### config.mk
export PLATFORM = sky130hd
export DESIGN_NAME = sfx_event_queue
export DESIGN_NICKNAME = d
export VERILOG_FILES = /design/src/rtl/sfx_pkg.sv /design/src/rtl/sfx_fifo.sv /design/src/rtl/sfx_event_queue.sv
export SDC_FILE = /design/constraint.sdc
export NUM_CORES = 1
export LEC_CHECK = 0
export ABC_AREA = 1
export ABC_CLOCK_PERIOD_IN_PS = 2900
export BUFFER_PORTS_ARGS = -buffer_cell sky130_fd_sc_hd__buf_2
export CAP_MARGIN = 20
export CORE_AREA = 5 5 106 78
export CTS_CLUSTER_DIAMETER = 200
export CTS_CLUSTER_SIZE = 40
export DETAILED_ROUTE_END_ITERATION = 8
export DIE_AREA = 0 0 111 83
export HOLD_SLACK_MARGIN = 0.12
export PLACE_DENSITY_LB_ADDON = 0.05
export SETUP_SLACK_MARGIN = 0.05
export SLEW_MARGIN = 30
export SYNTH_ARGS = -nofsm -noshare
export SYNTH_HDL_FRONTEND = slang
export SYNTH_HIERARCHICAL = 1
export SYNTH_SLANG_ARGS = --single-unit
### constraint.sdc
create_clock -name clk -period 2.9 [get_ports clk]
set_clock_uncertainty 0.15 [all_clocks]
set_input_delay 0.145 -clock clk [delete_from_list [all_inputs] [get_ports clk]]
set_output_delay 0.145 -clock clk [all_outputs]
set_load 0.05 [all_outputs]
### src/rtl/sfx_pkg.sv
// Purpose : shared event codes, FSM states and helpers for the SFX event queue.
// Latency : n/a (types and constant functions only).
// Backpr. : n/a.
// Contents: sfx_code_t matches the audio block's sfx_type encoding (NONE=0, JUMP=1, DEATH=2, HIGH=3).
package sfx_pkg;

    typedef enum logic [1:0] {
        SFX_NONE  = 2'd0,
        SFX_JUMP  = 2'd1,
        SFX_DEATH = 2'd2,
        SFX_HIGH  = 2'd3
    } sfx_code_t;

    typedef enum logic [1:0] {
        ST_IDLE = 2'd0,
        ST_HOLD = 2'd1,
        ST_GAP  = 2'd2
    } sfx_state_t;

    // Collapse simultaneous pulses into one code: death > highscore > jump.
    function automatic sfx_code_t sfx_prio(input logic jump, input logic death, input logic high);
        sfx_code_t code;
        code = SFX_NONE;
        if (death) begin
            code = SFX_DEATH;
        end else if (high) begin
            code = SFX_HIGH;
        end else if (jump) begin
            code = SFX_JUMP;
        end
        return code;
    endfunction

    function automatic int sfx_max(input int a, input int b);
        return (a > b) ? a : b;
    endfunction

endpackage

### src/rtl/sfx_fifo.sv
// Purpose : small synchronous FIFO of sfx_code_t with flush.
// Latency : push visible at head/level after one edge; pop frees a slot on the same edge.
// Backpr. : push accepted when not full, or full with a same-edge pop, or together with flush.
// Ports   : clk, rst (sync, active-high); push_i/push_dat_i, pop_i, flush_i in;
//           head_o (oldest), newest_o (last written), level_o, full_o, empty_o out.
//           Flush with push leaves exactly the pushed entry in the FIFO.
module sfx_fifo
    import sfx_pkg::*;
#(
    parameter int DEPTH = 4
) (
    input  logic                   clk,
    input  logic                   rst,
    input  logic                   push_i,
    input  sfx_code_t              push_dat_i,
    input  logic                   pop_i,
    input  logic                   flush_i,
    output sfx_code_t              head_o,
    output sfx_code_t              newest_o,
    output logic [$clog2(DEPTH):0] level_o,
    output logic                   full_o,
    output logic                   empty_o
);
    localparam int AW = $clog2(DEPTH);

    sfx_code_t     mem_q [DEPTH];
    logic [AW:0]   wr_q, wr_d;
    logic [AW:0]   rd_q, rd_d;
    logic          push_ok;
    logic          pop_ok;
    logic [AW-1:0] wr_idx;
    logic [AW-1:0] newest_idx;

    // Pointers carry one extra MSB: equal low bits with differing MSB means full.
    assign empty_o    = (wr_q == rd_q);
    assign full_o     = (wr_q[AW] != rd_q[AW]) && (wr_q[AW-1:0] == rd_q[AW-1:0]);
    assign level_o    = wr_q - rd_q;
    assign pop_ok     = pop_i && !empty_o;
    assign push_ok    = push_i && (flush_i || !full_o || pop_ok);
    assign wr_idx     = flush_i ? '0 : wr_q[AW-1:0];
    assign newest_idx = wr_q[AW-1:0] - 1'b1;
    assign head_o     = mem_q[rd_q[AW-1:0]];
    assign newest_o   = mem_q[newest_idx];

    always_comb begin
        wr_d = wr_q;
        rd_d = rd_q;
        if (flush_i) begin
            rd_d = '0;
            wr_d = {{AW{1'b0}}, push_ok};
        end else begin
            if (push_ok) begin
                wr_d = wr_q + 1'b1;
            end
            if (pop_ok) begin
                rd_d = rd_q + 1'b1;
            end
        end
    end

    always_ff @(posedge clk) begin
        if (rst) begin
            wr_q <= '0;
            rd_q <= '0;
        end else begin
            wr_q <= wr_d;
            rd_q <= rd_d;
        end
    end

    // Storage needs no reset: pointers decide what is valid.
    always_ff @(posedge clk) begin
        if (push_ok) begin
            mem_q[wr_idx] <= push_dat_i;
        end
    end

endmodule

### src/rtl/sfx_event_queue.sv
// Purpose : capture game event pulses, queue them, replay each as a held one-hot level for audio.
// Latency : pulse at edge N into idle/empty queue -> output high after edge N+1 for HOLD_CYCLES,
//           then GAP_CYCLES+1 low cycles before the next event.
// Backpr. : none upstream; non-death push into a full queue is dropped with a 1-cycle overflow.
// Ports   : clk, rst (sync, active-high), game_running, jump_pulse, death_pulse, highscore_pulse in;
//           event_jump/event_death/event_highscore (registered, one-hot or zero), queue_level,
//           overflow out.
// Config  : define SFX_DEDUP_EN to discard a non-death push equal to the newest queued code
//           (or to the code being held when the queue is empty).
module sfx_event_queue
    import sfx_pkg::*;
#(
    parameter int DEPTH       = 4,
    parameter int HOLD_CYCLES = 1088,
    parameter int GAP_CYCLES  = 64
) (
    input  logic                   clk,
    input  logic                   rst,
    input  logic                   game_running,
    input  logic                   jump_pulse,
    input  logic                   death_pulse,
    input  logic                   highscore_pulse,
    output logic                   event_jump,
    output logic                   event_death,
    output logic                   event_highscore,
    output logic [$clog2(DEPTH):0] queue_level,
    output logic                   overflow
);
    localparam int CW = $clog2(sfx_max(HOLD_CYCLES, GAP_CYCLES)) + 1;
    localparam logic [CW-1:0] HOLD_LAST = CW'(HOLD_CYCLES - 1);
    localparam logic [CW-1:0] GAP_LAST  = CW'(GAP_CYCLES - 1);

`ifdef SFX_DEDUP_EN
    localparam logic DEDUP_EN = 1'b1;
`else
    localparam logic DEDUP_EN = 1'b0;
`endif

    sfx_state_t    state_q;
    logic [CW-1:0] cnt_q;
    sfx_code_t     cur_q;
    logic          ev_jump_q;
    logic          ev_death_q;
    logic          ev_high_q;
    logic          overflow_q;

    sfx_code_t     cap_code;
    sfx_code_t     fifo_head;
    sfx_code_t     fifo_newest;
    logic          fifo_full;
    logic          fifo_empty;
    logic          death_cap;
    logic          pop_en;
    logic          dup_hit;
    logic          normal_push;
    logic          push_drop;
    logic          push_en;
    logic          abort_cur;

    assign cap_code  = sfx_prio(jump_pulse & game_running, death_pulse, highscore_pulse);
    assign death_cap = (cap_code == SFX_DEATH);

    // A death this cycle flushes the queue, so the old head must not be popped alongside it.
    assign pop_en = (state_q == ST_IDLE) && !fifo_empty && !death_cap;

    // Duplicate detection is computed in both builds and gated by the build switch.
    always_comb begin
        dup_hit = 1'b0;
        if (!fifo_empty) begin
            dup_hit = (cap_code == fifo_newest);
        end else if (state_q == ST_HOLD) begin
            dup_hit = (cap_code == cur_q);
        end
        dup_hit = dup_hit && DEDUP_EN;
    end

    assign normal_push = (cap_code != SFX_NONE) && !death_cap && !dup_hit;
    assign push_drop   = normal_push && fifo_full && !pop_en;
    assign push_en     = death_cap || (normal_push && !push_drop);

    // A death preempts any non-death presentation; a death over a death simply re-queues.
    assign abort_cur = death_cap && (cur_q != SFX_DEATH);

    sfx_fifo #(
        .DEPTH (DEPTH)
    ) u_fifo (
        .clk        (clk),
        .rst        (rst),
        .push_i     (push_en),
        .push_dat_i (cap_code),
        .pop_i      (pop_en),
        .flush_i    (death_cap),
        .head_o     (fifo_head),
        .newest_o   (fifo_newest),
        .level_o    (queue_level),
        .full_o     (fifo_full),
        .empty_o    (fifo_empty)
    );

    always_ff @(posedge clk) begin
        if (rst) begin
            state_q    <= ST_IDLE;
            cnt_q      <= '0;
            cur_q      <= SFX_NONE;
            ev_jump_q  <= 1'b0;
            ev_death_q <= 1'b0;
            ev_high_q  <= 1'b0;
            overflow_q <= 1'b0;
        end else begin
            overflow_q <= push_drop;
            case (state_q)
                ST_IDLE: begin
                    if (pop_en) begin
                        cur_q      <= fifo_head;
                        cnt_q      <= '0;
                        state_q    <= ST_HOLD;
                        ev_jump_q  <= (fifo_head == SFX_JUMP);
                        ev_death_q <= (fifo_head == SFX_DEATH);
                        ev_high_q  <= (fifo_head == SFX_HIGH);
                    end
                end
                ST_HOLD: begin
                    if (abort_cur || (cnt_q == HOLD_LAST)) begin
                        state_q    <= abort_cur ? ST_IDLE : ST_GAP;
                        cur_q      <= abort_cur ? SFX_NONE : cur_q;
                        cnt_q      <= '0;
                        ev_jump_q  <= 1'b0;
                        ev_death_q <= 1'b0;
                        ev_high_q  <= 1'b0;
                    end else begin
                        cnt_q <= cnt_q + 1'b1;
                    end
                end
                ST_GAP: begin
                    if (abort_cur || (cnt_q == GAP_LAST)) begin
                        state_q <= ST_IDLE;
                        cur_q   <= SFX_NONE;
                        cnt_q   <= '0;
                    end else begin
                        cnt_q <= cnt_q + 1'b1;
                    end
                end
                default: begin
                    state_q    <= ST_IDLE;
                    cur_q      <= SFX_NONE;
                    cnt_q      <= '0;
                    ev_jump_q  <= 1'b0;
                    ev_death_q <= 1'b0;
                    ev_high_q  <= 1'b0;
                end
            endcase
        end
    end

    assign event_jump      = ev_jump_q;
    assign event_death     = ev_death_q;
    assign event_highscore = ev_high_q;
    assign overflow        = overflow_q;

endmodule

==> impl_results.rst <==
.. list-table::
   :header-rows: 1

   * - Metric
     - Value
   * - Run status
     - finished, final reports clean
   * - Post-DP HPWL
     - 3360 um
   * - Max H-tree Level
     - 2
   * - Synth Net Count
     - 261
   * - Worst Hold Endpoint
     - overflow$_SDFF_PP0_
   * - Antenna violation net count after detailed routing
     - 0
   * - Detailed-router iteration count before antenna repair
     - 4
   * - Classification of the worst setup path
     - flip-flop to flip-flop
   * - Most repeated library cell on the critical path
     - inv_1
   * - Setup total negative slack
     - 0 ns
   * - DRT Wirelength
     - 4390 um
   * - Critical path startpoint category
     - flip-flop
   * - Count of hold-fix buffers inserted at cts
     - 3
   * - Final hold vios
     - 0
   * - List of cells traversed by the critical path
     - inv_1 -> ha_1 -> nand2_1 -> clkinv_2 -> nand2_4 -> inv_1 -> o21ai_0 -> inv_1 -> o21ai_0 -> buf_4 -> nand2_4 -> nor3_1
   * - Number of buffers inserted by port buffering
     - 12
   * - Pin count of the biggest net entering global routing
     - 16
   * - Vias per Instance
     - 4.10
   * - Initial Util
     - 0.277
   * - Die X
     - 111 um
   * - Global-route wire length before repair
     - 7560 um
   * - First-iteration detailed-routing DRC count
     - 53
   * - Root Buffer
     - clkbuf_8
   * - Maximum achievable frequency
     - 395 MHz
   * - Leakage power total
     - 0.911 nW
   * - Setup slack of the worst register-to-register path
     - 0.37 ns
   * - Fin crit period
     - 2.53 ns
   * - Buffers & Inverters on Critical Path
     - 5
   * - Delay of the slowest cell on the worst path
     - 0.37 ns
   * - Hold-critical path depth
     - 3
   * - WL per Instance
     - 12.0 um
   * - Site Rows
     - 26
   * - Post-layout instance count excluding filler cells
     - 366
   * - FF-to-FF End
     - u_fifo/mem_q[3][1]$_DFFE_PP_
   * - Skew-Pair Late Insertion Delay
     - 0.28 ns
   * - Crit. path cell count
     - 12
   * - Pre-CTS setup slack
     - 0.378 ns
   * - Ys Warns
     - 6
   * - Power density over the cells
     - 682 nW/um2
   * - Inserted Clock Buffers
     - 5
   * - Number of global-route vias before repair
     - 1454
   * - Post-CTS Resized
     - 0
   * - Synth-to-layout area growth
     - 14.2%
   * - Syn Std Cell Area
     - 1970 um2
   * - Worst hold slack after final layout
     - 0.213 ns
   * - Total overflow reported by the global router
     - 0
   * - Clock-pin slew on the worst setup and hold paths
     - 0.08 ns
   * - Number of setup violations in the final report
     - 0
   * - Post-Synthesis Mean Instance Area
     - 8.04 um2
   * - Cell with the largest stage delay on the worst path
     - dfxtp_1
   * - Arr. time, crit path
     - 2.34 ns
   * - Count of pins on the block boundary
     - 13
   * - Max-cap viol count
     - 0
   * - Fraction of layout instances using a drive strength above 1
     - 0.198
   * - Worst Path Max Fanout
     - 7
   * - Height of the chip
     - 83 um
   * - Postcts setup bufs
     - 0
   * - Routability congestion estimate
     - 0.693
   * - Maximum count of clock buffers along a single path
     - 2
   * - Initial antenna violation count
     - 0
   * - Post-placement cell count
     - 355
   * - Worst-margin pin slew
     - 0.360 ns
   * - Reg-to-reg startpoint
     - u_fifo/rd_q[1]$_SDFFE_PP0P_
   * - Final layout net count
     - 283
   * - CTS tree
     - done
   * - Final number of max-transition violations
     - 0
   * - Die Area
     - 9210 um2
   * - Share of the clock period used by the worst path after layout
     - 0.872
   * - Util after Layout
     - 0.316
   * - Fin worst setup slack
     - 0.370 ns
   * - Number of diodes added for antenna fixing
     - 0
   * - Core Region
     - 7120 um2
   * - Worst slew margin relative to its limit
     - 0.758
   * - Endpoint kind of the worst setup timing path
     - flip-flop
   * - Count of clock tree sinks
     - 36
   * - IR Drop Worst-Case VDD
     - 336 uV
   * - GRT Util Overall
     - 0.102
   * - Cell type group with the largest total delay on the critical path
     - simple AND/OR/NAND/NOR gates
   * - Min-Delay Startpoint
     - game_running
   * - Length in cells of the worst reg-to-reg path
     - 12
   * - DRC errors left
     - 0
   * - RSZ-0062 raised after global routing
     - false
   * - Required arrival time at the worst endpoint
     - 2.71 ns
   * - Path class of the lowest-slack min-delay path
     - primary input to flip-flop
   * - Via count
     - 1500
   * - Synth Instances
     - 245
## stage by stage
stage               power, mW  instance area (um2)
floorplan                1.11                 1970
global placement         1.21                 2140
detailed placement       1.20                 2140
finish                   1.53                 2250
global route             1.67                 2250
CTS                      1.56                 2250
## registers in the layout (all words and copies together), names as in the netlist, named ones only
register / cells
u_fifo/mem_q: 8
event_death: 1
overflow: 1
event_highscore: 1
cnt_q: 12
u_fifo/rd_q: 3
u_fifo/wr_q: 3
cur_q: 2
event_jump: 1
state_q: 2
## per-layer routing
layer	vias to the layer above	GRT usage	share of wire
met5	-	0	0
met4	0	0.0302	0.010
met3	4	0.0262	0.024
met2	12	0.126	0.35
met1	653	0.165	0.62
li1	831	-	-
## worst reg2reg max path, delay by kind of cell, from the launching register on
family | cells | cell delay, ns
fa+ha+maj | 1 | 0.27
buf+inv | 5 | 0.48
simple gates | 4 | 0.56
flops | 1 | 0.37
compound gates | 2 | 0.36
## placed cells by master, fill, tap and decap left out
cell type	count
dlygate4sd3_1	3
fa_1	1
nand2_2	4
o21a_1	1
inv_2	4
nor2_4	1
nand2_4	3
nand3_2	2
a21oi_1	12
xor2_1	10
nand3_4	2
o22ai_1	3
a31oi_1	2
o21ai_2	1
buf_2	12
nor3_1	7
nand3_1	12
nor2_1	30
xnor2_1	1
dfxtp_1	28
o21ai_0	7
buf_4	4
nor4_1	1
ha_1	9
clkbuf_8	5
nand2_1	37
inv_1	33
nand4_1	8
clkinv_2	2
nor2_2	10
clkbuf_1	2
edfxtp_1	8
or2_2	3
## final cells by class
class	instances	area (um2)
Fill cell	749	4870
Multi-Input combinational cell	167	981
Sequential cell	36	801
Inverter	38	144
Tap cell	98	123
Timing Repair Buffer	19	120
Clock buffer	7	76.3
Clock inverter	1	5.00
## worst max-delay path by stage
stage | start | to | slack (ns)
global route | u_fifo/rd_q[1]$_SDFFE_PP0P_ | u_fifo/mem_q[3][0]$_DFFE_PP_ | 0.08
floorplan | u_fifo/wr_q[1]$_SDFFE_PP0P_ | u_fifo/mem_q[1][0]$_DFFE_PP_ | 0.40
global placement | u_fifo/rd_q[1]$_SDFFE_PP0P_ | u_fifo/mem_q[1][1]$_DFFE_PP_ | 0.46
detailed placement | u_fifo/rd_q[1]$_SDFFE_PP0P_ | u_fifo/mem_q[3][0]$_DFFE_PP_ | 0.38
finish | u_fifo/rd_q[1]$_SDFFE_PP0P_ | u_fifo/mem_q[3][1]$_DFFE_PP_ | 0.37
CTS | u_fifo/rd_q[1]$_SDFFE_PP0P_ | u_fifo/mem_q[3][0]$_DFFE_PP_ | 0.36
## report_power, final
group	internal [mW]	total, mW	switching (mW)
combinational	0.189	0.594	0.405
sequential	0.562	0.590	0.0274
clock	0.169	0.351	0.182
total	0.921	1.53	0.614
No activity file was read; power rests on OpenSTA's default activity.
